$ cat src/rtl/piano_pkg.sv
// Shared types, note table and arithmetic helpers for the polyphonic square-wave synth.
// The RELEASE state is only entered when RELEASE_RAMP_EN is defined.
package piano_pkg;

  typedef enum logic [1:0] {IDLE, PLAY, RELEASE} voice_state_t;

  localparam int NUM_NOTES = 10;

  // White keys C4..E5 at 50 MHz: round(25e6/f)-1 clock cycles per half period.
  localparam logic [18:0] HALF_PERIOD [0:9] = '{
    19'd95554, 19'd85130, 19'd75842, 19'd71585, 19'd63775,
    19'd56817, 19'd50618, 19'd47777, 19'd42565, 19'd37921
  };

  function automatic logic [18:0] half_period(input int unsigned k);
    if (k < NUM_NOTES) return HALF_PERIOD[k[3:0]];
    return '0;
  endfunction

  // Clamp x into the signed range of a w-bit word.
  function automatic logic signed [63:0] sat_signed(input logic signed [63:0] x, input int w);
    logic signed [63:0] hi;
    logic signed [63:0] lo;
    hi = (64'sd1 <<< (w - 1)) - 64'sd1;
    lo = -hi - 64'sd1;
    if (x > hi) return hi;
    if (x < lo) return lo;
    return x;
  endfunction

endpackage

$ cat src/rtl/poly_square_synth_if.sv
// Key input, voice status and valid/ready sample stream of the synth.
// master = tone generator side, slave = key source / codec write path.
interface poly_square_synth_if #(
  parameter int NUM_KEYS   = 10,
  parameter int NUM_VOICES = 4,
  parameter int SAMPLE_W   = 32
);
  logic [NUM_KEYS-1:0]        key_mask;
  logic                       sample_ready;
  logic                       sample_valid;
  logic signed [SAMPLE_W-1:0] sample;
  logic [NUM_VOICES-1:0]      voice_busy;
  logic                       overflow;

  modport master (
    input  key_mask, sample_ready,
    output sample_valid, sample, voice_busy, overflow
  );

  modport slave (
    output key_mask, sample_ready,
    input  sample_valid, sample, voice_busy, overflow
  );
endinterface

$ cat src/rtl/poly_square_synth_tone_voice.sv
// One square-wave voice: state, half-period counter, phase and output level.
// With RELEASE_RAMP_EN defined a released voice decays its amplitude before going idle.
module tone_voice
  import piano_pkg::*;
#(
  parameter int CNT_W     = 19,
  parameter int KEY_W     = 4,
  parameter int SAMPLE_W  = 32,
  parameter int VOICE_AMP = 2_500_000
`ifdef RELEASE_RAMP_EN
  , parameter int RAMP_STEP = 64
`endif
) (
  input  logic                       clk,
  input  logic                       resetn,
  input  logic                       grant,
  input  logic [KEY_W-1:0]           grant_key,
  input  logic [CNT_W-1:0]           grant_half,
  input  logic                       key_held,
  output voice_state_t               state,
  output logic [KEY_W-1:0]           key,
  output logic signed [SAMPLE_W-1:0] level
);

  localparam logic signed [SAMPLE_W-1:0] AMP = SAMPLE_W'(VOICE_AMP);

  voice_state_t     state_d;
  logic [CNT_W-1:0] cnt, cnt_d, half, half_d, cnt_tick;
  logic [KEY_W-1:0] key_d;
  logic             phase, phase_d, phase_tick, wrap;

`ifdef RELEASE_RAMP_EN
  localparam logic signed [SAMPLE_W-1:0] STEP = SAMPLE_W'(RAMP_STEP);
  logic signed [SAMPLE_W-1:0] amp, amp_d;
`else
  logic signed [SAMPLE_W-1:0] amp;
  assign amp = AMP;
`endif

  // Toggle period is half+1 cycles: the count runs 0..half inclusive.
  assign wrap       = (cnt == half);
  assign cnt_tick   = wrap ? '0 : cnt + CNT_W'(1);
  assign phase_tick = phase ^ wrap;

  always_comb begin
    state_d = state;
    cnt_d   = cnt;
    phase_d = phase;
    key_d   = key;
    half_d  = half;
`ifdef RELEASE_RAMP_EN
    amp_d   = amp;
`endif
    unique case (state)
      IDLE: begin
        if (grant) begin
          state_d = PLAY;
          key_d   = grant_key;
          half_d  = grant_half;
          cnt_d   = '0;
          phase_d = 1'b1;
`ifdef RELEASE_RAMP_EN
          amp_d   = AMP;
`endif
        end
      end
      PLAY: begin
        cnt_d   = cnt_tick;
        phase_d = phase_tick;
        if (!key_held) begin
`ifdef RELEASE_RAMP_EN
          state_d = RELEASE;
`else
          state_d = IDLE;
`endif
        end
      end
      RELEASE: begin
`ifdef RELEASE_RAMP_EN
        cnt_d   = cnt_tick;
        phase_d = phase_tick;
        amp_d   = (amp > STEP) ? amp - STEP : '0;
        if (amp == '0) state_d = IDLE;
`else
        state_d = IDLE;
`endif
      end
      default: state_d = IDLE;
    endcase
  end

  always_ff @(posedge clk) begin
    if (!resetn) begin
      state <= IDLE;
      cnt   <= '0;
      phase <= 1'b0;
`ifdef RELEASE_RAMP_EN
      amp   <= '0;
`endif
    end else begin
      state <= state_d;
      cnt   <= cnt_d;
      phase <= phase_d;
`ifdef RELEASE_RAMP_EN
      amp   <= amp_d;
`endif
    end
  end

  always_ff @(posedge clk) begin
    key  <= key_d;
    half <= half_d;
  end

  // An idle voice is silent rather than holding its last phase.
  always_comb begin
    level = '0;
    if (state != IDLE) level = phase ? amp : -amp;
  end

endmodule

$ cat src/rtl/poly_square_synth.sv
// Polyphonic square-wave synth: key register, voice allocator, saturating mixer, output register.
// Optional release ramp per voice is enabled by defining RELEASE_RAMP_EN.
module poly_square_synth
  import piano_pkg::*;
#(
  parameter int NUM_KEYS   = 10,
  parameter int NUM_VOICES = 4,
  parameter int CNT_W      = 19,
  parameter int SAMPLE_W   = 32,
  parameter int VOICE_AMP  = 2_500_000
`ifdef RELEASE_RAMP_EN
  , parameter int RAMP_STEP = 64
`endif
) (
  input  logic                    CLOCK_50,
  input  logic                    resetn,
  poly_square_synth_if.master     bus
);

  localparam int KEY_W   = (NUM_KEYS > 1) ? $clog2(NUM_KEYS) : 1;
  localparam int VOICE_W = (NUM_VOICES > 1) ? $clog2(NUM_VOICES) : 1;
  localparam int MIX_W   = SAMPLE_W + VOICE_W;

  logic [NUM_KEYS-1:0]        key_q, owned, pend;
  logic [NUM_VOICES-1:0]      grant, key_held, busy;
  voice_state_t               vstate [NUM_VOICES];
  logic [KEY_W-1:0]           vkey   [NUM_VOICES];
  logic signed [SAMPLE_W-1:0] vlevel [NUM_VOICES];
  logic [KEY_W-1:0]           sel_key;
  logic [VOICE_W-1:0]         sel_voice;
  logic                       has_key, has_voice, overflow_q;
  logic [CNT_W-1:0]           grant_half;
  logic signed [MIX_W-1:0]    mix;
  logic signed [SAMPLE_W-1:0] mix_sat;

  // Stage 1: key register
  always_ff @(posedge CLOCK_50) begin
    if (!resetn) key_q <= '0;
    else         key_q <= bus.key_mask;
  end

  // Stage 2: allocator. Only PLAY voices own their key, so a releasing key can be re-struck.
  always_comb begin
    owned = '0;
    for (int v = 0; v < NUM_VOICES; v++)
      if (vstate[v] == PLAY) owned[vkey[v]] = 1'b1;
  end

  assign pend = key_q & ~owned;

  always_comb begin
    has_key   = 1'b0;
    sel_key   = '0;
    has_voice = 1'b0;
    sel_voice = '0;
    for (int k = NUM_KEYS - 1; k >= 0; k--)
      if (pend[k]) begin
        has_key = 1'b1;
        sel_key = KEY_W'(k);
      end
    for (int v = NUM_VOICES - 1; v >= 0; v--)
      if (vstate[v] == IDLE) begin
        has_voice = 1'b1;
        sel_voice = VOICE_W'(v);
      end
  end

  always_comb begin
    grant = '0;
    if (has_key && has_voice) grant[sel_voice] = 1'b1;
  end

  assign grant_half = CNT_W'(half_period(int'(sel_key)));

  always_comb begin
    for (int v = 0; v < NUM_VOICES; v++) begin
      key_held[v] = key_q[vkey[v]];
      busy[v]     = (vstate[v] != IDLE);
    end
  end

  always_ff @(posedge CLOCK_50) begin
    if (!resetn)                    overflow_q <= 1'b0;
    else if (has_key && !has_voice) overflow_q <= 1'b1;
  end

  for (genvar v = 0; v < NUM_VOICES; v++) begin : g_voice
    tone_voice #(
      .CNT_W    (CNT_W),
      .KEY_W    (KEY_W),
      .SAMPLE_W (SAMPLE_W),
      .VOICE_AMP(VOICE_AMP)
`ifdef RELEASE_RAMP_EN
      , .RAMP_STEP(RAMP_STEP)
`endif
    ) u_voice (
      .clk       (CLOCK_50),
      .resetn    (resetn),
      .grant     (grant[v]),
      .grant_key (sel_key),
      .grant_half(grant_half),
      .key_held  (key_held[v]),
      .state     (vstate[v]),
      .key       (vkey[v]),
      .level     (vlevel[v])
    );
  end

  // Stage 3: mixer and output register
  always_comb begin
    mix = '0;
    for (int v = 0; v < NUM_VOICES; v++) mix = mix + MIX_W'(vlevel[v]);
  end

  assign mix_sat = SAMPLE_W'(sat_signed(64'(mix), SAMPLE_W));

  always_ff @(posedge CLOCK_50) begin
    if (!resetn) begin
      bus.sample_valid <= 1'b0;
      bus.sample       <= '0;
    end else if (!bus.sample_valid || bus.sample_ready) begin
      bus.sample_valid <= 1'b1;
      bus.sample       <= mix_sat;
    end
  end

  assign bus.voice_busy = busy;
  assign bus.overflow   = overflow_q;

endmodule

$ cat src/flat_wrapper.sv
// flat-port wrapper written by rule: the top's interface ports become plain ports
module poly_square_synth_flat import piano_pkg::*;
#(
  parameter int NUM_KEYS   = 10,
  parameter int NUM_VOICES = 4,
  parameter int CNT_W      = 19,
  parameter int SAMPLE_W   = 32,
  parameter int VOICE_AMP  = 2_500_000

)
  (CLOCK_50, resetn, bus_key_mask, bus_sample_ready, bus_sample_valid, bus_sample, bus_voice_busy, bus_overflow);
  poly_square_synth_if #(.NUM_KEYS(NUM_KEYS), .NUM_VOICES(NUM_VOICES), .SAMPLE_W(SAMPLE_W)) bus_i ();
  input  logic CLOCK_50;
  input  logic resetn;
  input wire logic [$bits(bus_i.key_mask)-1:0] bus_key_mask;
  input wire logic [$bits(bus_i.sample_ready)-1:0] bus_sample_ready;
  output wire logic [$bits(bus_i.sample_valid)-1:0] bus_sample_valid;
  output wire logic [$bits(bus_i.sample)-1:0] bus_sample;
  output wire logic [$bits(bus_i.voice_busy)-1:0] bus_voice_busy;
  output wire logic [$bits(bus_i.overflow)-1:0] bus_overflow;
  assign bus_i.key_mask = bus_key_mask;
  assign bus_i.sample_ready = bus_sample_ready;
  assign bus_sample_valid = bus_i.sample_valid;
  assign bus_sample = bus_i.sample;
  assign bus_voice_busy = bus_i.voice_busy;
  assign bus_overflow = bus_i.overflow;
  poly_square_synth #(.NUM_KEYS(NUM_KEYS), .NUM_VOICES(NUM_VOICES), .CNT_W(CNT_W), .SAMPLE_W(SAMPLE_W), .VOICE_AMP(VOICE_AMP)) u_core (.CLOCK_50(CLOCK_50), .resetn(resetn), .bus(bus_i));
endmodule
$ cat config.mk
export PLATFORM = sky130hd
export DESIGN_NAME = poly_square_synth_flat
export DESIGN_NICKNAME = d
export VERILOG_FILES = /design/src/rtl/piano_pkg.sv /design/src/rtl/poly_square_synth_if.sv /design/src/rtl/poly_square_synth_tone_voice.sv /design/src/rtl/poly_square_synth.sv /design/src/flat_wrapper.sv
export SDC_FILE = /design/constraint.sdc
export NUM_CORES = 1
export LEC_CHECK = 0
export ABC_AREA = 1
export BUFFER_PORTS_ARGS = -buffer_cell sky130_fd_sc_hd__buf_2
export CAP_MARGIN = 0
export CORE_ASPECT_RATIO = 0.7
export CORE_MARGIN = 1
export CORE_UTILIZATION = 69
export CTS_CLUSTER_DIAMETER = 150
export DETAILED_ROUTE_END_ITERATION = 7
export PLACE_DENSITY = 0.86
export SLEW_MARGIN = 20
export SYNTH_ARGS = -nofsm -noshare
export SYNTH_HDL_FRONTEND = slang
export SYNTH_HIERARCHICAL = 1
export SYNTH_SLANG_ARGS = --single-unit
$ cat constraint.sdc
create_clock -name CLOCK_50 -period 7.3 [get_ports CLOCK_50]
set_input_delay 0.365 -clock CLOCK_50 [delete_from_list [all_inputs] [get_ports CLOCK_50]]
set_output_delay 0.365 -clock CLOCK_50 [all_outputs]
set_load 0.02 [all_outputs]
# --- Word level (Yosys, flattened, before mapping) ---
# Memory sizes are Yosys's and may differ from the RTL's.
# Cells that the tools add are included.
totals:
  register_bits: 224
  mem_bits_ro: 304
  wordCells: 209
  n_memories: 1
classes:
  n_addsub: 7
  n_lt_le_gt_ge: 14
  n_eq_ne: 16
  mux: 103
  bitwise: 10
  reduce_logical: 34
memory_table:
  columns: ["memory", "words", "width", "rd", "rd_clocked_by_memory_dff", "write_ports", "line_no", "source"]
  rows:
  - ["(name not given)", 16, 19, 1, 0, 0, "piano_pkg.sv:16", "if (k < NUM_NOTES) return HALF_PERIOD[k[3:0]];"]
op_table:
  columns: ["operator", "count"]
  rows:
  - ["32-bit two-way mux", 12]
  - ["19-bit two-way mux", 12]
  - ["19-bit case mux with 2 select lines", 4]
  - ["19-bit by 1-bit adder with 19-bit output, second input constant", 4]
  - ["19-bit equality test", 4]
  - ["4-bit two-way mux", 11]
  - ["10-bit two-way mux", 4]
  - ["33-bit by 32-bit adder with 34-bit output", 1]
  - ["34-bit by 32-bit adder with 34-bit output", 1]
  - ["34-bit by 32-bit > comparator with 1-bit output, second input constant", 1]
  - ["34-bit by 32-bit less-than comparator with 1-bit output, second input constant", 1]
  - ["32-bit by 32-bit adder with 33-bit output", 1]
  - ["1-bit two-way mux", 31]
  - ["10-bit OR", 3]
  - ["2-bit two-way mux", 12]
  - ["2-bit AND reduction", 12]
  - ["4-bit by 5-bit less-than comparator with 1-bit output, second input constant", 4]
  - ["1-bit binary-select mux with 4-bit select", 4]
  - ["1-bit demux with 4-bit select", 4]
  - ["4-bit by 1-bit greater-or-equal comparator with 1-bit output, second input constant", 4]
  - ["2-bit case mux with 2 select lines", 4]
  - ["2-bit nonzero test", 8]
  - ["10-bit bitwise AND", 1]
  - ["10-bit NOT", 1]
  - ["other kinds (15)", 40]

# --- Depth between registers and ports, before layout ---
# Gate-level depths: netlist of the first run.
logic_depth:
  depth_word: 29
  ltp_mapped: 26
  depth_no_buf: 24

# --- By module ---
# Netlist of the first run, hierarchy kept.
modules_own_cells:
  columns: ["mod", "n_inst", "cells_per_inst", "area_per_inst_um2"]
  rows:
  - ["tone_voice", 4, 313, 2526.2]
  - ["poly_square_synth", 1, 1074, 6966.7]

# --- Least setup slack after synthesis of the first run ---
# OpenSTA, ideal clock, no wires.
synth_timing:
  kind: "register to register"
  startpoint: "register u_core.g_voice[3].u_voice.state[0]"
  endpoint: "register u_core.bus.sample[27]"
  arrival_ps: 3926
  path_slack_ps: 3252
  stages_incl_launch_ff: 23
  path_buffers: 3
  path_cell_list: "dfxtp_1 -> inv_1 -> nor2_1 -> buf_4 -> inv_1 -> fa_1 -> fa_1 -> inv_1 -> ha_1 -> buf_4 -> nand2_1 -> nand2_1 -> nand2_1 -> nand2_1 -> a21oi_1 -> nand2_2 -> nand2_2 -> nand3_1 -> nand2_1 -> nand2_2 -> a21boi_4 -> buf_6 -> a21oi_2"
synth_lines:
  columns: ["element", "line_no", "source"]
  rows:
  - ["from (decl)", "poly_square_synth_tone_voice.sv:20", "output voice_state_t state,"]
  - ["from (signal assigned)", "poly_square_synth_tone_voice.sv:101", "state <= state_d;"]
  - ["to (signal assigned)", "poly_square_synth.sv:123", "bus.sample <= mix_sat;"]
  - ["to (decl)", "poly_square_synth_if.sv:17", "output sample_valid, sample, voice_busy, overflow"]

==> impl_metrics.py, run 1 <==
metrics = {
    "route": {
        "drc": 0,
        "num_vias": 14300,
        "via_per_inst": 5.47,
        "antenna_left": 0,
        "routed_wl_um": 40700,
        "firstDrtPassIters": 7,
        "avgRoutedWirePerCell_um": 15.5,
        "dr.first_iter.drc_count": 1478,
    },
    "timing": {
        "fin_tns_setup_ps": 0,
        "layout_min_cycle_time_ps": 5480,
        "maxSlewViolCount": 0,
        "worstMarginPinSlew_ps": 1230,
        "fin_skew_ps": 19.0,
        "rsz0062_at_grt": "false",
        "timing.fmax_ghz": 0.182,
        "slew_headroom": 0.174,
        "hold_viol_final": 0,
        "finalCritPeriodShare": 0.751,
        "finalSetupViolCount": 0,
    },
    "final_layout": {
        "layout_commonest_cell": "nand2_1",
        "post_route_cells_drive_above_1_share": 0.131,
        "syn_to_final_growth_pct": 3.14,
        "fin_nets": 2405,
        "multi_input_area_sq_um": 9030,
        "post-route-util": 0.736,
        "ff_latch_area_sq_um": 5330,
        "final.fill_count": 1821,
        "antenna_cells": 0,
        "mostFrequentLayoutCells": "nand2_1 (575), inv_1 (405), nor2_1 (195)",
    },
    "synth": {
        "yosys_warnings": 6,
        "synth_cells": 2326,
        "synth_edf_count": 92,
        "netlist_area_sq_um": 17100,
        "syn_avg_cell_area_sq_um": 7.34,
        "async_flop_share": 0,
        "seq_area_frac_synth": 0.312,
        "ys_types": 46,
        "synth_seq_cells": 220,
        "synth_ff_type": "dfxtp_1",
    },
    "placement": {
        "gp_congestion": 0.950,
        "dp_hpwl_um": 29900,
        "port_buffers": 50,
    },
    "power": {
        "ir_drop_v": 0.000185,
        "power.leakage_nw": 7.78,
        "p_total_w": 0.00410,
        "power_per_cell_area_nw_per_um2": 233,
    },
    "cts": {
        "htreeDepth": 1,
        "insertion_delay_ps": 550,
        "clkTransAtPathRegs_ps": 70,
        "ctsRootBufferMaster": "clkbuf_16",
        "cts_resized": 0,
        "clock-sinks": 220,
        "numCtsBuffers": 24,
        "cts.path.max_buffers": 3,
        "cts_tree": "done",
    },
    "run": {
        "cap_violations": 0,
    },
    "setup_path": {
        "cp.required_ps": 7720,
        "cp-end-kind": "register",
        "cp.arrival_ps": 5900,
        "start_kind": "register",
        "cp_max_fo": 24,
        "worstSetupPathType": "register to register",
    },
    "grt": {
        "grt-ovfl-total": 0,
        "grt_pass1_wl_um": 65600,
        "antenna_found_initial": 0,
        "grt_max_degree": 69,
        "grt_pass1_vias": 13200,
        "track_usage": 0.326,
    },
    "run_status": {
        "run_status": "finished, final reports clean",
    },
    "die": {
        "fp.coreArea_sq_um": 23900,
        "die_h_um": 134,
        "ios": 51,
        "die_area_sq_um": 25400,
        "chipWidth_um": 190,
        "rows": 47,
        "initial_utilization": 0.713,
    },
    "hold_path": {
        "hold_path.class": "input pin to register",
    },
}
==> sequential cells by signal, summed over array words and instances, names as in the netlist <==
register and flops:
u_core/g_voice.u_voice/state 4, u_core/g_voice.u_voice/key 16, u_core/g_voice.u_voice/phase 4, u_core/bus.overflow 1
u_core/bus.sample 32, u_core/g_voice.u_voice/half 76, u_core/bus.sample_valid 1, u_core/key_q 10
u_core/g_voice.u_voice/cnt 76
==> what timing repair did <==
action / in CTS / in global routing
setup buffers: 0 / 0
hold buffers: 4 / 0
endpoints found under the hold margin: 4 / 0
==> cell usage after synthesis, drive strengths merged (11+ instances only) <==
library cell / number / area [sq um]
a21oi: 139 / 820
dfxtp: 128 / 2560
nand2: 611 / 2410
inv: 438 / 1640
nand4: 16 / 100
xor2: 56 / 490
buf: 141 / 1100
ha: 43 / 538
nor2: 241 / 1110
fa: 65 / 1300
clkbuf: 20 / 75.1
nor3: 11 / 60.1
o22ai: 12 / 75.1
edfxtp: 92 / 2760
xnor2: 31 / 272
nand3: 155 / 1020
o21ai: 86 / 434
==> where the power goes <==
part           switching (W)  internal, W
logic               0.000890     0.000418
clock network       0.000530     0.000746
registers          0.0000791      0.00143
==> layer usage <==
layer,track usage,vias to the layer above,part of all wire
met5,0,-,0
met4,0.0797,0,0.021
met3,0.0727,75,0.10
met2,0.492,669,0.43
met1,0.474,6648,0.44
li1,-,6949,-
==> stage by stage <==
step	hold WS, ps	instance area [sq um]	std cells	setup slack [ps]
2_1_floorplan	455	17200	2353	3250
3_3_place_gp	483	16700	2572	2160
3_5_place_dp	489	16700	2572	1920
4_1_cts	1.17	17600	2620	1900
5_1_grt	15.8	17600	2620	1440
6_report	14.8	17600	2620	1820
==> layout make-up <==
cell class	count	area share
inverters	439	0.0936
well taps	318	0.0226
repair buffers	66	0.0216
clock buffers	28	0.0367
clock inverters	16	0.00995
multi-input cells	1533	0.513
flip-flops and latches	220	0.302
==> logic make-up (layout without fill, tap and decap cells) <==
kind of cell | count (synthesis) | count (layout) | share of synthesized area
AOI/OAI and AO/OA | 255 | 255 | 0.0871
xor gates and xnor gates | 87 | 87 | 0.0446
DFF | 220 | 220 | 0.312
other | 5 | 32 | 0.00110
buffers and inverters | 600 | 549 | 0.165
and+or+nand+nor | 1051 | 1051 | 0.282
adders and majority gates | 108 | 108 | 0.108
==> worst max-delay path, stage by stage, from the launching register on <==
cell      delay (ps)
dfxtp_1         1010
inv_1            170
nor2_1           140
buf_4            290
inv_1            100
fa_1             520
fa_1             540
inv_1             50
ha_1             430
nand2_2          120
inv_2             90
nand2_1           70
a21oi_1          150
nor2_1            70
nand2_2          140
nand2_2           80
nand2_1           80
nand2_1           50
nand2_1           90
nand2_2           80
a21boi_4         590
buf_4            380
a21oi_2           80
==> final timing paths <==
kind                                                    startpoint                           endpoint  slack [ps]  cells past startpoint
worst max-delay path            u_core/g_voice[3].u_voice/state[0]               u_core/bus.sample[1]        1820                     22
worst min-delay path                               bus_key_mask[1]                    u_core/key_q[1]          10                      3
worst max register to register  u_core/g_voice[3].u_voice/state[0]               u_core/bus.sample[1]        1820                     22
worst min register to register   u_core/g_voice[3].u_voice/cnt[18]  u_core/g_voice[3].u_voice/cnt[18]         500                      2
No activity file was read; power rests on OpenSTA's default activity.
==> inputs of run 2 (changes only) <==
Settings changed: CORE_UTILIZATION 69 to 58, PLACE_DENSITY 0.86 to 0.77.
Clock period 7.3 ns to 4.46 ns, I/O delays scaled along.
==> impl_metrics.py, run 2 (synthesis results as in run 1) <==
metrics = {
    "grt": {
        "grtUsageMet1": 0.399,
        "grt_pass1_wl_um": 65900,
        "grt_pass1_vias": 13200,
        "grt-ovfl-total": 0,
        "grt.met2_usage": 0.408,
        "grt_util_met3": 0.0486,
        "track_usage": 0.270,
        "antenna_found_initial": 0,
        "grt.busiest_layer": "met2",
        "grt_max_degree": 37,
    },
    "die": {
        "ios": 51,
        "die_h_um": 146,
        "chipWidth_um": 207,
        "rows": 52,
        "die_area_sq_um": 30100,
        "initial_utilization": 0.591,
        "fp.coreArea_sq_um": 28900,
    },
    "route": {
        "via_per_inst": 5.21,
        "num_vias": 14000,
        "antenna_left": 0,
        "firstDrtPassIters": 7,
        "routed_wl_um": 40500,
        "drc": 0,
        "dr.first_iter.drc_count": 1220,
        "avgRoutedWirePerCell_um": 15.0,
    },
    "setup_path": {
        "cp.arrival_ps": 4570,
        "crit_slowest_cell": "fa_1",
        "slowest_delay_ps": 520,
        "worstSetupPathType": "register to register",
        "cp_max_fo": 31,
        "crit_chain": "inv_1 > nor2_1 > buf_4 > inv_1 > fa_1 > fa_1 > inv_1 > ha_1 > nand2_1 > inv_2 > nand3_1 > nor3_2 > nand2_2 > nand2_2 > nand2_2 > nand2_1 > nand2_1 > nand2_2 > inv_2 > nand2_4 > nand2_1 > a21oi_2",
        "start_kind": "register",
        "cp-end-kind": "register",
        "cp.required_ps": 4930,
    },
    "power": {
        "ir_drop_v": 0.000268,
        "p_total_w": 0.00680,
        "power.leakage_nw": 7.85,
        "power_per_cell_area_nw_per_um2": 381,
    },
    "cts": {
        "cts.path.max_buffers": 3,
        "ctsRootBufferMaster": "clkbuf_16",
        "cts_tree": "done",
        "post_cts_buffers": 0,
        "holdBufCountCts": 10,
        "numCtsBuffers": 24,
        "clock-sinks": 220,
        "clkTransAtPathRegs_ps": 70,
        "insertion_delay_ps": 540,
        "htreeDepth": 1,
        "cts_resized": 0,
    },
    "timing": {
        "maxSlewViolCount": 0,
        "layout_min_cycle_time_ps": 4100,
        "timing.fmax_ghz": 0.244,
        "worstMarginPinSlew_ps": 1060,
        "fin_tns_setup_ps": 0,
        "finalSetupViolCount": 0,
        "slew_headroom": 0.292,
        "hold_viol_final": 0,
        "rsz0062_at_grt": "false",
        "finalCritPeriodShare": 0.918,
        "fin_skew_ps": 17.8,
    },
    "final_layout": {
        "reg_top3": "u_core/g_voice.u_voice/cnt (76), u_core/g_voice.u_voice/half (76), u_core/bus.sample (32)",
        "final_area_sq_um": 17800,
        "fin_nets": 2418,
        "antenna_cells": 0,
        "mostFrequentLayoutCells": "nand2_1 (575), inv_1 (406), nor2_1 (195)",
        "syn_to_final_growth_pct": 4.43,
        "layout_commonest_cell": "nand2_1",
        "post_route_cells_drive_above_1_share": 0.131,
    },
    "placement": {
        "gp_congestion": 0.953,
        "placed_area_sq_um": 16900,
        "dp_hpwl_um": 30100,
        "port_buffers": 50,
    },
    "run": {
        "cap_violations": 0,
    },
    "hold_path": {
        "hold_path.class": "input pin to register",
    },
    "run_status": {
        "run_status": "finished, final reports clean",
    },
}
==> run 2: routing by layer <==
layer | part of all wire | vias up
met4 | 0.020 | 0
met3 | 0.079 | 61
met5 | 0 | -
li1 | - | 6975
met1 | 0.47 | 6564
met2 | 0.43 | 430
==> run 2: worst paths after layout <==
check                                     start                 endpoint  slack (ps)  cells after the start
max reg2reg  u_core/g_voice[2].u_voice/state[0]    u_core/bus.sample[26]         360                     22
max          u_core/g_voice[2].u_voice/state[0]    u_core/bus.sample[26]         360                     22
min                                      resetn  u_core/bus.sample_valid         130                      1
min reg2reg                 u_core/bus.overflow      u_core/bus.overflow         480                      1
==> run 2: power breakdown <==
part	leakage (nW)	internal [W]	switching (W)
clock network	0.402	0.00127	0.000881
registers	1.90	0.00235	0.000115
logic	5.55	0.000709	0.00148
total	7.85	0.00432	0.00248
==> run 2: cell type report <==
type	instances	area [sq um]
multi-input combinational	1533	9030
clock buffer	27	633
clock inverter	17	214
fill	2582	11100
tap	378	473
timing repair buffer	79	505
inverter	439	1650
sequential	220	5330
==> run 2: critical path, delay by kind of cell (launching register included) <==
family / cells / cell delay (ps)
fa+ha+maj: 3 / 1370
simple gates: 12 / 1430
buf+inv: 6 / 610
compound gates: 1 / 160
flops: 1 / 420
==> run 2: per-stage QoR <==
| stage | worst slack, ps | utilization | instances | hold slack [ps] |
|---|---|---|---|---|
| after floorplan | 412 | - | 2353 | 313 |
| after global placement | 558 | 0.584 | 2639 | 404 |
| after detailed placement | 443 | 0.584 | 2639 | 409 |
| after CTS | 397 | 0.617 | 2693 | 103 |
| after global routing | 32.6 | 0.617 | 2693 | 166 |
| final | 364 | 0.617 | 2693 | 131 |
==> inputs of run 3 (changes only) <==
Settings changed: CORE_UTILIZATION 58 to 56, CTS_CLUSTER_SIZE set to 10, PLACE_DENSITY 0.77 to 0.75, SYNTH_HIERARCHICAL 1 to unset.
==> impl_metrics.py, run 3 <==
metrics = {
    "run_status": {
        "run_status": "finished, final reports clean",
    },
    "grt": {
        "grt_pass1_vias": 9414,
        "grt_pass1_wl_um": 49600,
        "grt_max_degree": 44,
        "antenna_found_initial": 0,
        "grt-ovfl-total": 0,
        "track_usage": 0.293,
    },
    "setup_path": {
        "cp.required_ps": 4860,
        "cp-end-kind": "register",
        "worstPathBufferInverterCount": 4,
        "critical_path.top_delay_family": "adder cells",
        "rr_startpoint": "u_core.g_voice[1].u_voice.state[0]",
        "crit_slowest_cell": "fa_1",
        "r2r_slack_ps": 330,
        "reg2reg_to": "u_core.bus.sample[25]",
        "crit_chain": "buf_4 > nand2_1 > fa_1 > inv_1 > fa_1 > ha_1 > nand2_1 > inv_1 > nand2_1 > nor3_2 > nand2_1 > nand2_2 > o21ai_4 > inv_2 > nand2_1 > nand3_1 > a21oi_1",
        "cp_max_fo": 17,
        "cp.arrival_ps": 4520,
        "worst-r2r-cell-count": 17,
        "worstSetupPathType": "register to register",
        "slowest_delay_ps": 550,
        "start_kind": "register",
        "crit_top_cell": "nand2_1",
    },
    "route": {
        "avgRoutedWirePerCell_um": 16.9,
        "highest_layer": "met4",
        "num_vias": 10400,
        "antenna_left": 0,
        "drc": 0,
        "dr.first_iter.drc_count": 1216,
        "via_per_inst": 5.71,
        "routed_wl_um": 30600,
        "dr_wl_met2_um": 12500,
        "drt-met1-wl_um": 14600,
        "wl_met3_um": 2910,
        "firstDrtPassIters": 6,
    },
    "hold_path": {
        "hp-start": "bus_sample_ready",
        "hold_path.class": "input pin to register",
        "min_to": "u_core.bus.sample[8]",
        "whs_path_depth": 5,
    },
    "cts": {
        "holdBufCountCts": 10,
        "insertion_delay_ps": 520,
        "post_cts_buffers": 0,
        "ctsRootBufferMaster": "clkbuf_16",
        "htreeDepth": 1,
        "cts_tree": "done",
        "numCtsBuffers": 24,
        "clkTransAtPathRegs_ps": 60,
        "cts.path.max_buffers": 3,
        "clock-sinks": 208,
        "cts_resized": 0,
    },
    "synth": {
        "synth_top_area_cell": "edfxtp_1",
        "yosys_warnings": 0,
        "synth_top_family_by_area": "simple AND/OR/NAND/NOR gates",
        "synthMuxAreaShare": 0,
        "synthTopCellsByArea": "edfxtp_1 (22%), dfxtp_1 (21%), nand2_1 (9.8%), a21oi_1 (6.1%), nand3_1 (5.7%)",
        "synth_cells": 1481,
        "synth_top_area_share": 0.218,
        "syn_avg_cell_area_sq_um": 7.80,
        "synthesis.nets": 1526,
        "ys_types": 51,
        "seq_area_frac_synth": 0.433,
        "netlist_area_sq_um": 11500,
        "async_flop_share": 0,
        "synth_seq_cells": 208,
        "synth_fa_ha_area_frac": 0.0405,
        "synth_xor_area_frac": 0.0440,
        "synth_common_cells": "nand2_1 (301), inv_1 (173), a21oi_1 (141)",
        "synth_edf_count": 84,
        "synth-simple-area-share": 0.253,
        "yosysMostFrequentCell": "nand2_1",
        "synth_compound_area_frac": 0.144,
        "synth_ff_type": "dfxtp_1",
    },
    "timing": {
        "rsz0062_at_grt": "false",
        "fin_tns_setup_ps": 0,
        "hold_viol_final": 0,
        "worstMarginPinSlew_ps": 957,
        "slew_headroom": 0.361,
        "finalCritPeriodShare": 0.925,
        "fin_skew_ps": 12.1,
        "maxSlewViolCount": 0,
        "timing.fmax_ghz": 0.242,
        "layout_min_cycle_time_ps": 4130,
        "finalSetupViolCount": 0,
    },
    "power": {
        "power.leakage_nw": 5.05,
        "ir_drop_v": 0.000342,
        "power_per_cell_area_nw_per_um2": 397,
    },
    "final_layout": {
        "top_register": "u_core.g_voice.u_voice.cnt",
        "final_area_sq_um": 12800,
        "syn_to_final_growth_pct": 10.4,
        "antenna_cells": 0,
        "mostFrequentLayoutCells": "nand2_1 (301), inv_1 (173), a21oi_1 (141)",
        "fin_cells": 1814,
        "post_route_cells_drive_above_1_share": 0.0959,
        "largest_reg_flops": 76,
        "final.fill_count": 1747,
        "layout_commonest_cell": "nand2_1",
        "reg_top3": "u_core.g_voice.u_voice.cnt (76), u_core.g_voice.u_voice.half (68), u_core.bus.sample (28)",
        "fin_nets": 1574,
    },
    "die": {
        "chipWidth_um": 174,
        "rows": 43,
        "die_area_sq_um": 21200,
        "die_h_um": 122,
        "ios": 51,
        "initial_utilization": 0.577,
        "fp.coreArea_sq_um": 20000,
    },
    "placement": {
        "dp_hpwl_um": 21900,
        "gp_congestion": 1.02,
        "dp_cells": 1763,
        "placed_area_sq_um": 12000,
        "port_buffers": 50,
    },
    "run": {
        "cap_violations": 0,
    },
}
run 3: metal layers:
layer,GRT usage,vias up
met5,0,-
met4,0.0691,0
met3,0.0515,40
met2,0.425,423
met1,0.451,4836
li1,-,5065
run 3: worst max-delay path by stage:
stage | from | end | depth (start not counted)
final | u_core.g_voice[1].u_voice.state[0] | u_core.bus.sample[25] | 17
after global routing | u_core.g_voice[1].u_voice.state[0] | u_core.bus.sample[13] | 17
after CTS | u_core.g_voice[1].u_voice.state[0] | u_core.bus.sample[25] | 17
after detailed placement | u_core.g_voice[1].u_voice.state[0] | u_core.bus.sample[13] | 17
after global placement | u_core.g_voice[1].u_voice.state[0] | u_core.bus.sample[25] | 17
after floorplan | u_core.g_voice[3].u_voice.state[0] | u_core.bus.sample[15] | 21
run 3: logic make-up after synthesis:
logic type | count (synthesis)
simple gates | 650
xor+xnor | 58
buf+inv | 235
compound gates | 298
fa+ha+maj | 32
flops | 208
run 3: report_power, final:
part / switching [W] / total [W] / internal (W)
sequential: 0.0000896 / 0.00227 / 0.00218
clock: 0.000753 / 0.00180 / 0.00105
combinational: 0.000696 / 0.000985 / 0.000289
total: 0.00154 / 0.00506 / 0.00352
run 3: per-stage QoR:
stage	power (W)	hold slack (ps)	setup slack, ps	utilization
after floorplan	0.00298	321	287	-
after global placement	0.00325	403	580	0.597
after detailed placement	0.00326	410	420	0.597
after CTS	0.00506	138	381	0.637
after global routing	0.00527	160	30.0	0.637
final	0.00506	149	334	0.637
run 3: worst register-to-register path, cell delays in order, from the launching register on:
cell and delay (ps):
dfxtp_1 330, buf_4 230, nand2_1 120, fa_1 480, inv_1 70, fa_1 550
ha_1 540, nand2_1 190, inv_1 160, nand2_1 90, nor3_2 310, nand2_1 150
nand2_2 130, o21ai_4 80, inv_2 60, nand2_1 240, nand3_1 200, a21oi_1 80
run 3: cell type report:
class                   count  area, sq um  share of cell area
multi-input cells        1038         5570               0.437
well taps                 270          338              0.0265
inverters                 183          689              0.0541
clock buffers              41          696              0.0546
repair buffers             74          455              0.0357
flip-flops and latches    208         5000               0.393
